==> src/rtl/mac_seq_ctrl_pkg.sv <==
// mac_seq_defs: shared definitions for the MAC sequencer slice.
//   - state_t      : FSM state encoding (IDLE / RUN / DONE)
//   - DEFAULT_*    : default datapath widths and dot-product length
//   - step_width() : width of the pair-index counter for a given length
//   - prod_width() : width of the exact (bw+1) x bw signed product
package mac_seq_defs;

    typedef enum logic [1:0] {
        ST_IDLE = 2'd0,
        ST_RUN  = 2'd1,
        ST_DONE = 2'd2
    } state_t;

    localparam int DEFAULT_BW      = 4;
    localparam int DEFAULT_PSUM_BW = 16;
    localparam int DEFAULT_LEN     = 4;

    // One extra bit so the counter can hold len itself after the last MAC.
    function automatic int step_width(input int n);
        return $clog2(n) + 1;
    endfunction

    // Activation is widened to bw+1 (signed), weight is bw; the exact
    // product therefore needs (bw+1)+bw bits.
    function automatic int prod_width(input int w);
        return 2 * w + 1;
    endfunction

endpackage

==> src/rtl/mac_seq_ctrl_mac_core.sv <==
// mac_core: purely combinational multiply-accumulate, out = a*b + c.
//   a   : unsigned activation, bw bits
//   b   : two's-complement weight, bw bits
//   c   : accumulator input, psum_bw bits
//   out : a*b + c, wrapping modulo 2^psum_bw
// The activation is zero-extended by one bit and treated as signed so the
// product of an unsigned and a signed operand is exact. The product is then
// sign-extended to psum_bw bits before the add.
module mac_core
    import mac_seq_defs::*;
#(
    parameter int bw      = DEFAULT_BW,
    parameter int psum_bw = DEFAULT_PSUM_BW
) (
    input  logic [bw-1:0]        a,
    input  logic signed [bw-1:0] b,
    input  logic [psum_bw-1:0]   c,
    output logic [psum_bw-1:0]   out
);

    localparam int PW = prod_width(bw);

    logic signed [bw:0]         a_s;
    logic signed [PW-1:0]       prod;
    logic signed [psum_bw-1:0]  prod_ext;

    assign a_s      = $signed({1'b0, a});
    assign prod     = PW'(a_s) * PW'(b);
    assign prod_ext = psum_bw'(prod);
    assign out      = $unsigned(prod_ext) + c;

endmodule

==> src/rtl/mac_seq_ctrl.sv <==
// mac_seq_ctrl: computes one len-element dot product on a single shared MAC.
//   clk, reset          : clock, synchronous active-high reset
//   in_valid / in_ready : operand handshake (x_vec, w_vec, psum_in)
//   x_vec               : len unsigned activations, lane k = [k*bw +: bw]
//   w_vec               : len signed weights,      lane k = [k*bw +: bw]
//   psum_in             : initial accumulator value
//   out_valid/out_ready : result handshake (psum_out)
//   psum_out            : accumulated result
//   busy                : high in RUN or DONE
//   step                : current pair index in RUN, 0 otherwise
//   dbg_state           : current FSM state
//
// Handshakes: a transfer happens on a rising edge where valid and ready are
// both high. A producer holding valid keeps its data stable until that edge;
// ready never depends combinationally on valid. in_ready is high only in
// IDLE, out_valid only in DONE, so an input and an output transfer can never
// share an edge.
module mac_seq_ctrl
    import mac_seq_defs::*;
#(
    parameter int bw      = DEFAULT_BW,
    parameter int psum_bw = DEFAULT_PSUM_BW,
    parameter int len     = DEFAULT_LEN
) (
    input  logic                  clk,
    input  logic                  reset,
    input  logic                  in_valid,
    output logic                  in_ready,
    input  logic [len*bw-1:0]     x_vec,
    input  logic [len*bw-1:0]     w_vec,
    input  logic [psum_bw-1:0]    psum_in,
    output logic                  out_valid,
    input  logic                  out_ready,
    output logic [psum_bw-1:0]    psum_out,
    output logic                  busy,
    output logic [$clog2(len):0]  step,
    output state_t                dbg_state
);

    localparam int             SW   = step_width(len);
    localparam logic [SW-1:0]  LAST = SW'(len - 1);

    state_t               state_q, state_d;
    logic [len*bw-1:0]    x_q, x_d;
    logic [len*bw-1:0]    w_q, w_d;
    logic [psum_bw-1:0]   acc_q, acc_d;
    logic [SW-1:0]        step_q, step_d;

    logic                 accept;
    logic [bw-1:0]        a_sel;
    logic signed [bw-1:0] b_sel;
    logic [psum_bw-1:0]   mac_out;

    assign accept = in_valid && (state_q == ST_IDLE);

    // ---------------- FSM: state register ----------------
    always_ff @(posedge clk) begin
        if (reset) begin
            state_q <= ST_IDLE;
        end else begin
            state_q <= state_d;
        end
    end

    // ---------------- FSM: next state ----------------
    always_comb begin
        state_d = state_q;
        case (state_q)
            ST_IDLE: if (accept)          state_d = ST_RUN;
            ST_RUN:  if (step_q == LAST)  state_d = ST_DONE;
            ST_DONE: if (out_ready)       state_d = ST_IDLE;
            default:                      state_d = ST_IDLE;
        endcase
    end

    // ---------------- FSM: outputs ----------------
    always_comb begin
        in_ready  = (state_q == ST_IDLE);
        out_valid = (state_q == ST_DONE);
        busy      = (state_q == ST_RUN) || (state_q == ST_DONE);
        step      = (state_q == ST_RUN) ? step_q : '0;
        psum_out  = acc_q;
        dbg_state = state_q;
    end

    // Lane select for the shared MAC, driven by the pair index.
    always_comb begin
        a_sel = '0;
        b_sel = '0;
        for (int k = 0; k < len; k++) begin
            if (step_q == SW'(k)) begin
                a_sel = x_q[k*bw +: bw];
                b_sel = w_q[k*bw +: bw];
            end
        end
    end

    mac_core #(
        .bw      (bw),
        .psum_bw (psum_bw)
    ) u_mac (
        .a   (a_sel),
        .b   (b_sel),
        .c   (acc_q),
        .out (mac_out)
    );

    // Operands are only loaded on acceptance, so they stay frozen through
    // RUN and DONE regardless of what the producer drives afterwards.
    always_comb begin
        x_d    = x_q;
        w_d    = w_q;
        acc_d  = acc_q;
        step_d = step_q;
        if (accept) begin
            x_d    = x_vec;
            w_d    = w_vec;
            acc_d  = psum_in;
            step_d = '0;
        end else if (state_q == ST_RUN) begin
            acc_d  = mac_out;
            step_d = step_q + SW'(1);
        end
    end

    always_ff @(posedge clk) begin
        if (reset) begin
            x_q    <= '0;
            w_q    <= '0;
            acc_q  <= '0;
            step_q <= '0;
        end else begin
            x_q    <= x_d;
            w_q    <= w_d;
            acc_q  <= acc_d;
            step_q <= step_d;
        end
    end

endmodule

==> config.mk <==
export PLATFORM = sky130hd
export DESIGN_NAME = mac_seq_ctrl
export DESIGN_NICKNAME = d
export VERILOG_FILES = /design/src/rtl/mac_seq_ctrl_pkg.sv /design/src/rtl/mac_seq_ctrl_mac_core.sv /design/src/rtl/mac_seq_ctrl.sv
export SDC_FILE = /design/constraint.sdc
export NUM_CORES = 1
export LEC_CHECK = 0
export BUFFER_PORTS_ARGS = -buffer_cell sky130_fd_sc_hd__buf_2
export CORE_ASPECT_RATIO = 1.5
export CORE_MARGIN = 5
export CORE_UTILIZATION = 40
export DETAILED_ROUTE_END_ITERATION = 6
export PLACE_DENSITY_LB_ADDON = 0.2
export SETUP_SLACK_MARGIN = 0.3
export SLEW_MARGIN = 20
export SYNTH_ARGS = -nofsm -noshare
export SYNTH_HDL_FRONTEND = slang
export SYNTH_SLANG_ARGS = --single-unit
==> constraint.sdc <==
create_clock -name clk -period 8.6 [get_ports clk]
set_input_delay 0.86 -clock clk [delete_from_list [all_inputs] [get_ports clk]]
set_output_delay 0.86 -clock clk [all_outputs]
set_load 0.02 [all_outputs]
Word-level counts from Yosys, hierarchy flattened. Cells that the tools add are included.

Add/sub/neg operators: 2. Multipliers: 1. Divide/modulo/power cells: 0. Order comparisons: 0. Eq/ne operators: 8. Shift-type cells: 0. Muxes and demuxes: 15. Bitwise operators: 0. Reductions and logical operators: 7.

Operator list (count): $mux 16 (2); $mux 4 (8); $add 16x16->16 (1); $mul 5x4->9 (1); $eq 3x2->1 const B (2); $mux 2 (3); $ne 2x1->1 const B (3); $pmux 2 s3 (1); $add 3x1->3 const B (1); $eq 3x1->1 const B (1); $logic_not 3->1 (1); $mux 3 (1); $reduce_and 3->1 (1); $eq 2x1->1 const B (1); $eq 2x2->1 const B (1); $logic_not 2->1 (1); $reduce_bool 2->1 (1); $reduce_or 2->1 (1); $logic_and 1x1->1 (1); $logic_or 1x1->1 (1).

Flip-flop bits (word level): 53. Latch bits: 0. Memory bits (writable): 0. Bits in read-only memories: 0. Word-level logic and storage cells: 38. Memories: 0.

Longest topological paths before layout. Gate-level depths: netlist of run 1.

Depth in word-level cells: 9. Mapped depth: 28. Gate-level depth less buffers: 27.

Hierarchy. From an unflattened synthesis of run 1, not the netlist that was laid out.

Cell total of the unflattened synthesis: 457. Area, all modules: 3739.8 um2.

Modules (own cells, without submodules): mac_seq_ctrl (instances 1, cells each 297, area an instance 2432.3 um2); mac_core (instances 1, cells each 160, area an instance 1307.5 um2).

Worst setup path before layout of run 1. Ideal clock, no wire load.

Path kind: flip-flop to flip-flop. Start point: register step_q[0]. End point: register acc_q[12] (netlist: psum_out[12]). Setup time: 0.070 ns. Arrival time: 5.643 ns. Required time: 8.530 ns. Slack: 2.888 ns. Cell stages (with the launch flop): 25. Path buffers: 1. Clock period less this slack: 5.712 ns. Path through: dfxtp_1 > ha_1 > ha_1 > buf_1 > nor2_1 > a22oi_1 > or2_2 > fa_1 > fa_1 > inv_1 > fa_1 > ha_1 > inv_1 > fa_1 > inv_1 > a21o_2 > a21oi_1 > xnor2_1 > ha_1 > a21o_1 > a211oi_2 > nand3_1 > o21ai_1 > mux2_2 > a21oi_1.

Longest elaborated chain between the ends: 9. Elaborated cells on any way between the ends: 16. Classes of those cells: add/sub: 1; mul: 1; eq/ne: 3; mux: 10; reduce/logical: 1.

RTL lines: start, declared (line mac_seq_ctrl.sv:47) `logic [SW-1:0] step_q, step_d;`; start signal, assigned (line mac_seq_ctrl.sv:136) `step_q <= step_d;`; $logic_not 3->1 (line mac_seq_ctrl.sv:91) `if (step_q == SW'(k)) begin`; $mux 4 (4 in a row) (line mac_seq_ctrl.sv:91); $mul 5x4->9 * (line mac_seq_ctrl_mac_core.sv:28) `assign prod = PW'(a_s) * PW'(b);`; $add 16x16->16 * (line mac_seq_ctrl_mac_core.sv:30) `assign out = $unsigned(prod_ext) + c;`; $mux 16 * (line mac_seq_ctrl.sv:120) `end else if (state_q == ST_RUN) begin`; $mux 16 * (line mac_seq_ctrl.sv:115) `if (accept) begin`; end signal, assigned (line mac_seq_ctrl.sv:130) `acc_q <= '0;`; end signal, assigned (line mac_seq_ctrl.sv:135) `acc_q <= acc_d;`; end, declared (line mac_seq_ctrl.sv:46) `logic [psum_bw-1:0] acc_q, acc_d;`.

Mark *: on every way between the ends. The rest lies on a longest branch, timed or not. The select of a mux whose other input is x is not followed. A chain may end at the register's enable or synchronous reset.

Worst setup path after layout of run 1. Same ends and word-level chain as after synthesis.

==> summary.txt, run 1 <==
=================================================================================
Number of instances resized during post-cts repair                              0
Die Area                                                                11400 um2
Starting DRC count in detailed routing                                        114
Sinks on the clock net                                                         53
PortBufs                                                                       75
Worst setup slack for register-to-register paths                          2.44 ns
Final period utilization                                                    71.6%
Delay of the slowest cell on the worst path                               0.54 ns
Total grt overflow                                                              0
Worst slack at placement                                                  2.42 ns
Height of the die                                                          128 um
Async S/R FF share, synth                                                      0%
Highest ir drop seen on vdd                                              0.134 mV
Vias in the first global route                                               3503
Maximum clock rate                                                        162 MHz
Clock latency of the later-clocked register in the worst-skew pair        0.29 ns
Setup repair after global routing missed its margin                            no
Critical path capture point type                                             flop
Final WL                                                                  9700 um
Most instantiated flip-flop cell in the synthesis netlist                 dfxtp_1
Number of antenna violations at the first check in global routing               0
CP Class                                                             flop to flop
Tot GR Track Use                                                            17.5%
Average footprint of a synthesized cell                                  7.67 um2
Via density                                                                  5.28
Data arrival time of the worst path                                       6.38 ns
Number of buffers added by the clock tree synthesis step                        5
Headroom to the max-slew limit                                              62.5%
Status                                                               finished clean
Routed WL per cell                                                        14.7 um
Pin count of the biggest net entering global routing                           58
Final Hold Violating Endpoints                                                  0
Clock transition at path regs                                             0.07 ns
Smallest setup slack after layout                                         2.44 ns
Family with the most delay on the worst path                          adder cells
Worst path buffer plus inverter count                                           3
Synthesis warning total                                                         0
CP max stage cell                                                            fa_1
Root buffer selected by CTS                                             clkbuf_16
Final Skew                                                             0.00659 ns
Cell Chain, Critical Path                                            ha_1 > ha_1 > nor2_1 > a22oi_1 > or2_2 > fa_1 > fa_1 > inv_1 > fa_1 > ha_1 > inv_1 > fa_1 > inv_1 > a21o_2 > a21oi_1 > xnor2_1 > ha_1 > a21o_1 > a211oi_2 > nand3_1 > o21ai_1 > mux2_2 > a21oi_1
Count of flip-flops with a built-in enable after synthesis                      0
Net count of the mapped netlist                                               586
Core ar.                                                                 9200 um2
Flop and latch count out of synthesis                                          53
Worst-Margin Slew                                                        0.563 ns
Placed Cells incl. Taps                                                       653
Total number of nets in the final design                                      646
Ant diodes                                                                      0
Crit path launch type                                                        flop
Number of standard cells in the final layout excluding fillers                660
Power per Cell Area                                                    294 nW/um2
CTS Buffer Depth                                                                2
Final setup violation count                                                     0
Initial standard-cell utilization of the core                               40.7%
Leak pwr                                                                  1.94 nW
Count of hold buffers inserted by post-cts repair                               0
TritonCTS clock tree                                                          yes
Final-layout setup total negative slack                                      0 ns
ANT nets after route                                                            0
Die Span X                                                                89.0 um
# Post-CTS Setup Buffers                                                        0
Core Rows                                                                      43
Maximum capacitance violations                                                  0
Largest fanout on the critical path                                            10
Number of library cell types mapped by synthesis                               53
Leading cell type in the layout, fill and taps excluded                   nand2_1
Post-detailed-placement half-perimeter wirelength                         7490 um
Final routed DRC violation total                                                0
Leading cell types in the layout, fill and taps excluded             nand2_1 (96), buf_2 (75), a21oi_1 (67)
Number of top-level design ports                                               76
Synthesized area                                                         3740 um2
Global-route wire length before repair                                   16000 um
Gate count after technology mapping                                           488
Layout cell share with drive strength beyond 1                              18.8%
Htree depth                                                                     2
Number of detailed-route iterations in the first pass                           4
Sequential cell area fraction in the yosys report                           28.4%
Vias post-DR                                                                 3485
Global placement routability congestion                                     0.824
Worst min-delay path class                                           flop to flop
Synth-to-layout area growth                                                 15.5%
Required time at the endpoint of the critical path                        8.82 ns
Final Critical Period                                                     6.16 ns
Slew Limit Fails                                                                0
=================================================================================
==> synth_stat cells, types with 2 or more instances <==
master     n  share of area (%)
fa_1       6                3.2
a21o_1     4               0.80
o41ai_1    2               0.47
mux2i_1    9                2.4
nand2_1   97                9.7
a211o_1    3               0.70
o211ai_1   2               0.40
clkbuf_1  15                1.5
nand3_1    7               0.94
o21ai_1    8                1.1
a31oi_1    4               0.67
inv_1     27                2.7
and2_1     4               0.67
ha_1      40                 13
a211oi_1   8                1.6
and4_1     2               0.47
nor3_1     4               0.54
a21oi_1   67                9.0
xnor2_1   10                2.3
o21a_1     3               0.60
a22oi_1    7                1.4
a21oi_2    2               0.47
or2_2      4               0.67
buf_1      5               0.50
clkbuf_8   3                1.1
o21bai_1   3               0.60
or3_1      3               0.50
nor2_1    41                4.1
buf_2      2               0.27
nand4_1    2               0.33
dfxtp_1   53                 28
a211oi_2   2               0.67
and3_1     2               0.33
o21ai_0   18                2.4
==> cell type report <==
type	count	area, um2
clock buffer	5	125
clock inverter	2	38.8
fill	950	4880
inverter	27	101
multi-input combinational	382	2450
sequential	53	1060
tap	112	140
timing repair buffer	79	405
==> metrics by stage <==
step	instance area (um2)	utilization [%]	total power, mW	hold WS, ns
global placement	4160	45.2	1.04	0.447
finish	4320	46.9	1.27	0.458
CTS	4320	46.9	1.28	0.461
detailed placement	4160	45.2	1.05	0.450
global route	4320	46.9	1.38	0.478
floorplan	3740	-	0.888	0.437
==> worst min-delay path, cell delays in order, from the launching register on <==
cell	delay, ns
dfxtp_1	0.31
nand2_1	0.05
a21oi_1	0.05
==> sequential cells by signal, indices dropped and copies added (netlist names) <==
signal and count:
psum_out 16, w_q 16, x_q 16, step_q 3
dbg_state 2
==> final timing paths <==
kind	start	to	cells past startpoint
hold / removal	w_q[0]$_SDFFE_PP0P_	w_q[0]$_SDFFE_PP0P_	2
setup / recovery	step_q[0]$_SDFFE_PP0P_	psum_out[12]$_SDFFE_PP0P_	23
hold reg to reg	w_q[0]$_SDFFE_PP0P_	w_q[0]$_SDFFE_PP0P_	2
setup reg to reg	step_q[0]$_SDFFE_PP0P_	psum_out[12]$_SDFFE_PP0P_	23
==> layer usage <==
layer  vias to the layer above  wire length (um)  track usage (%)
met5                         -                 0                0
met3                        17               407             2.95
met2                        79              5230             33.0
met1                      1584              3850             19.2
li1                       1805                 -                -
met4                         0               213             5.70
==> where the power goes <==
group | total (mW) | switching (mW) | internal (mW)
sequential | 0.352 | 0.0462 | 0.306
clock | 0.229 | 0.0920 | 0.137
combinational | 0.689 | 0.433 | 0.255
total | 1.27 | 0.571 | 0.698
==> cell families after synthesis <==
logic type	count (synthesis)	share of synthesized area [%]
flops	53	28.4
mux	10	2.71
compound gates	139	22.7
xor+xnor	11	2.58
buf+inv	53	6.29
simple gates	176	20.8
fa+ha+maj	46	16.6
No activity file was read; power rests on OpenSTA's default activity.
==> inputs of run 2 (changes only) <==
==> constraint.sdc (replaced) <==
create_clock -name clk -period 5.4 [get_ports clk]
set_input_delay 0.54 -clock clk [delete_from_list [all_inputs] [get_ports clk]]
set_output_delay 0.54 -clock clk [all_outputs]
set_load 0.02 [all_outputs]
==> run 2 against run 1 <==
  * Critical path type unchanged
  * The run now ends with negative setup slack left
  * Total power rose by 100%
  * Sequential power up 65%
  * Cell count rose by 10%
  * Largest power group unchanged
  * Critical path depth up 4
  * Flip-flop and latch count unchanged
  * Critical endpoint unchanged
  * Die area stayed put
  * Global-route usage increased by 1.9 points
==> summary.txt, run 2 (synthesis results as in run 1) <==
=================================================================================
Final WL                                                                 11600 um   +19%
Routed WL per cell                                                        15.9 um   +8.1%
Number of logic stages on the critical path including buffering                27   +17%
Sinks on the clock net                                                         53   unchanged
Delay of the slowest cell on the worst path                               0.53 ns   about the same
TritonCTS clock tree                                                          yes
CTS Buffer Depth                                                                2   unchanged
Via density                                                                  5.29   +0.26%
Vias in the first global route                                               3761   +7.4%
Tot GR Track Use                                                            19.4%   +1.9 points
Hold Path Stages                                                                3   +1
Final Critical Period                                                     5.54 ns   -0.616 ns
Slew Limit Fails                                                                0   unchanged
Clock latency of the later-clocked register in the worst-skew pair        0.31 ns   +0.02 ns
Vias post-DR                                                                 3854   +11%
Leak pwr                                                                  2.35 nW   +21%
Family with the most delay on the worst path                          adder cells
Worst-Margin Slew                                                         1.06 ns   +0.500 ns
Worst Reg-to-Reg Cells                                                         27   +17%
Final Skew                                                              0.0136 ns   +0.00697 ns
Clock transition at path regs                                             0.08 ns   about the same
Final period utilization                                                     103%   +31 points
Core ar.                                                                 9200 um2   unchanged
Die Area                                                                11400 um2   unchanged
Maximum clock rate                                                        181 MHz   +11%
Power per Cell Area                                                    479 nW/um2   +63%
Worst hold margin                                                        0.443 ns   -0.0147 ns
Number of top-level design ports                                               76   unchanged
Ant diodes                                                                      0   unchanged
Core Rows                                                                      43   unchanged
Critical path capture point type                                             flop
ANT nets after route                                                            0   unchanged
Number of buffers added by the clock tree synthesis step                        5   unchanged
Tot Pwr                                                                   2.58 mW   +100%
Worst path buffer plus inverter count                                           6   +3
Worst min-delay path class                                           input pin to flop
Count of hold buffers inserted by post-cts repair                               0   unchanged
Final setup violation count                                                     8   +8
Die Span X                                                                89.0 um   unchanged
Total number of nets in the final design                                      713   +10%
Htree depth                                                                     2   unchanged
Synth-to-layout area growth                                                 44.2%
Final routed DRC violation total                                                0   unchanged
Height of the die                                                          128 um   unchanged
CP Class                                                             flop to flop
Leading cell types in the layout, fill and taps excluded             nand2_1 (92), buf_2 (75), a21oi_1 (54)
Required time at the endpoint of the critical path                        5.65 ns   -3.17 ns
Status                                                               finished with violations
Data arrival time of the worst path                                       5.79 ns   -0.59 ns
Starting DRC count in detailed routing                                        131   +15%
Maximum capacitance violations                                                  0   unchanged
Post-detailed-placement half-perimeter wirelength                         8080 um   +7.8%
Headroom to the max-slew limit                                              28.9%   -34 points
Largest fanout on the critical path                                             4   -6
Initial standard-cell utilization of the core                               40.7%   unchanged
Leading cell type in the layout, fill and taps excluded                   nand2_1
Highest ir drop seen on vdd                                              0.254 mV   +89%
Number of detailed-route iterations in the first pass                           4   unchanged
Setup repair after global routing missed its margin                           yes
Pin count of the biggest net entering global routing                           58   unchanged
Final Hold Violating Endpoints                                                  0   unchanged
Crit path launch type                                                        flop
Global placement routability congestion                                     0.866   +5.1%
Failing checks                                                       negative setup slack
Smallest setup slack after layout                                       -0.140 ns   -2.58 ns
PortBufs                                                                       75   unchanged
Layout cell share with drive strength beyond 1                              38.6%   +20 points
Number of antenna violations at the first check in global routing               0   unchanged
Global-route wire length before repair                                   17400 um   +8.9%
Root buffer selected by CTS                                             clkbuf_16
CP max stage cell                                                            fa_1
Total grt overflow                                                              0   unchanged
Total of fill cells in the finished design                                    823   -13%
=================================================================================
-- run 2: what timing repair did --
item | CTS | global route
gates resized for setup | 41 | 57
setup buffers | 16 | 14
setup endpoints to repair | 11 | 12
gates cloned | 0 | 0
pin swaps | 35 | 49
-- run 2: worst paths after layout --
kind	from	end	slack [ns]
min	psum_in[8]	psum_out[8]$_SDFFE_PP0P_	0.44
max reg2reg	step_q[1]$_SDFFE_PP0P_	psum_out[12]$_SDFFE_PP0P_	-0.14
max	step_q[1]$_SDFFE_PP0P_	psum_out[12]$_SDFFE_PP0P_	-0.14
min reg2reg	w_q[8]$_SDFFE_PP0P_	w_q[8]$_SDFFE_PP0P_	0.46
-- run 2: layout make-up --
class	instances	area (um2)	area share, %
Inverter	27	101	1.88
Sequential cell	53	1070	19.8
Timing Repair Buffer	146	988	18.3
Clock inverter	3	25.0	0.464
Multi-Input combinational cell	382	2950	54.7
Tap cell	112	140	2.60
Clock buffer	5	125	2.32
-- run 2: power by group --
part	internal (mW)	leakage [nW]	switching, mW
Clock	0.176	0.0708	0.168
Sequential	0.489	0.437	0.0932
Combinational	0.764	1.84	0.892
Total	1.43	2.35	1.15
-- run 2: worst min-delay path, delay by kind of cell --
kind / cells / cell delay [ns]
buffers and inverters: 1 / 0.07
AOI/OAI and AO/OA: 2 / 0.11
-- run 2: metal layers --
layer	wire [um]	track usage, %
met5	0	0
met1	4300	20.2
met4	329	6.31
met2	6490	38.0
met3	448	3.27
-- run 2: metrics by stage --
step	setup slack, ns	util [%]	setup TNS [ns]	instances	cell area (um2)
6_report	-0.140	58.6	-0.580	728	5390
2_1_floorplan	0.0926	-	0	488	3850
3_3_place_gp	-0.148	49.2	-0.424	690	4520
5_1_grt	-0.393	58.6	-2.48	728	5390
4_1_cts	-0.179	54.1	-0.693	714	4980
3_5_place_dp	-0.249	49.2	-1.02	690	4520
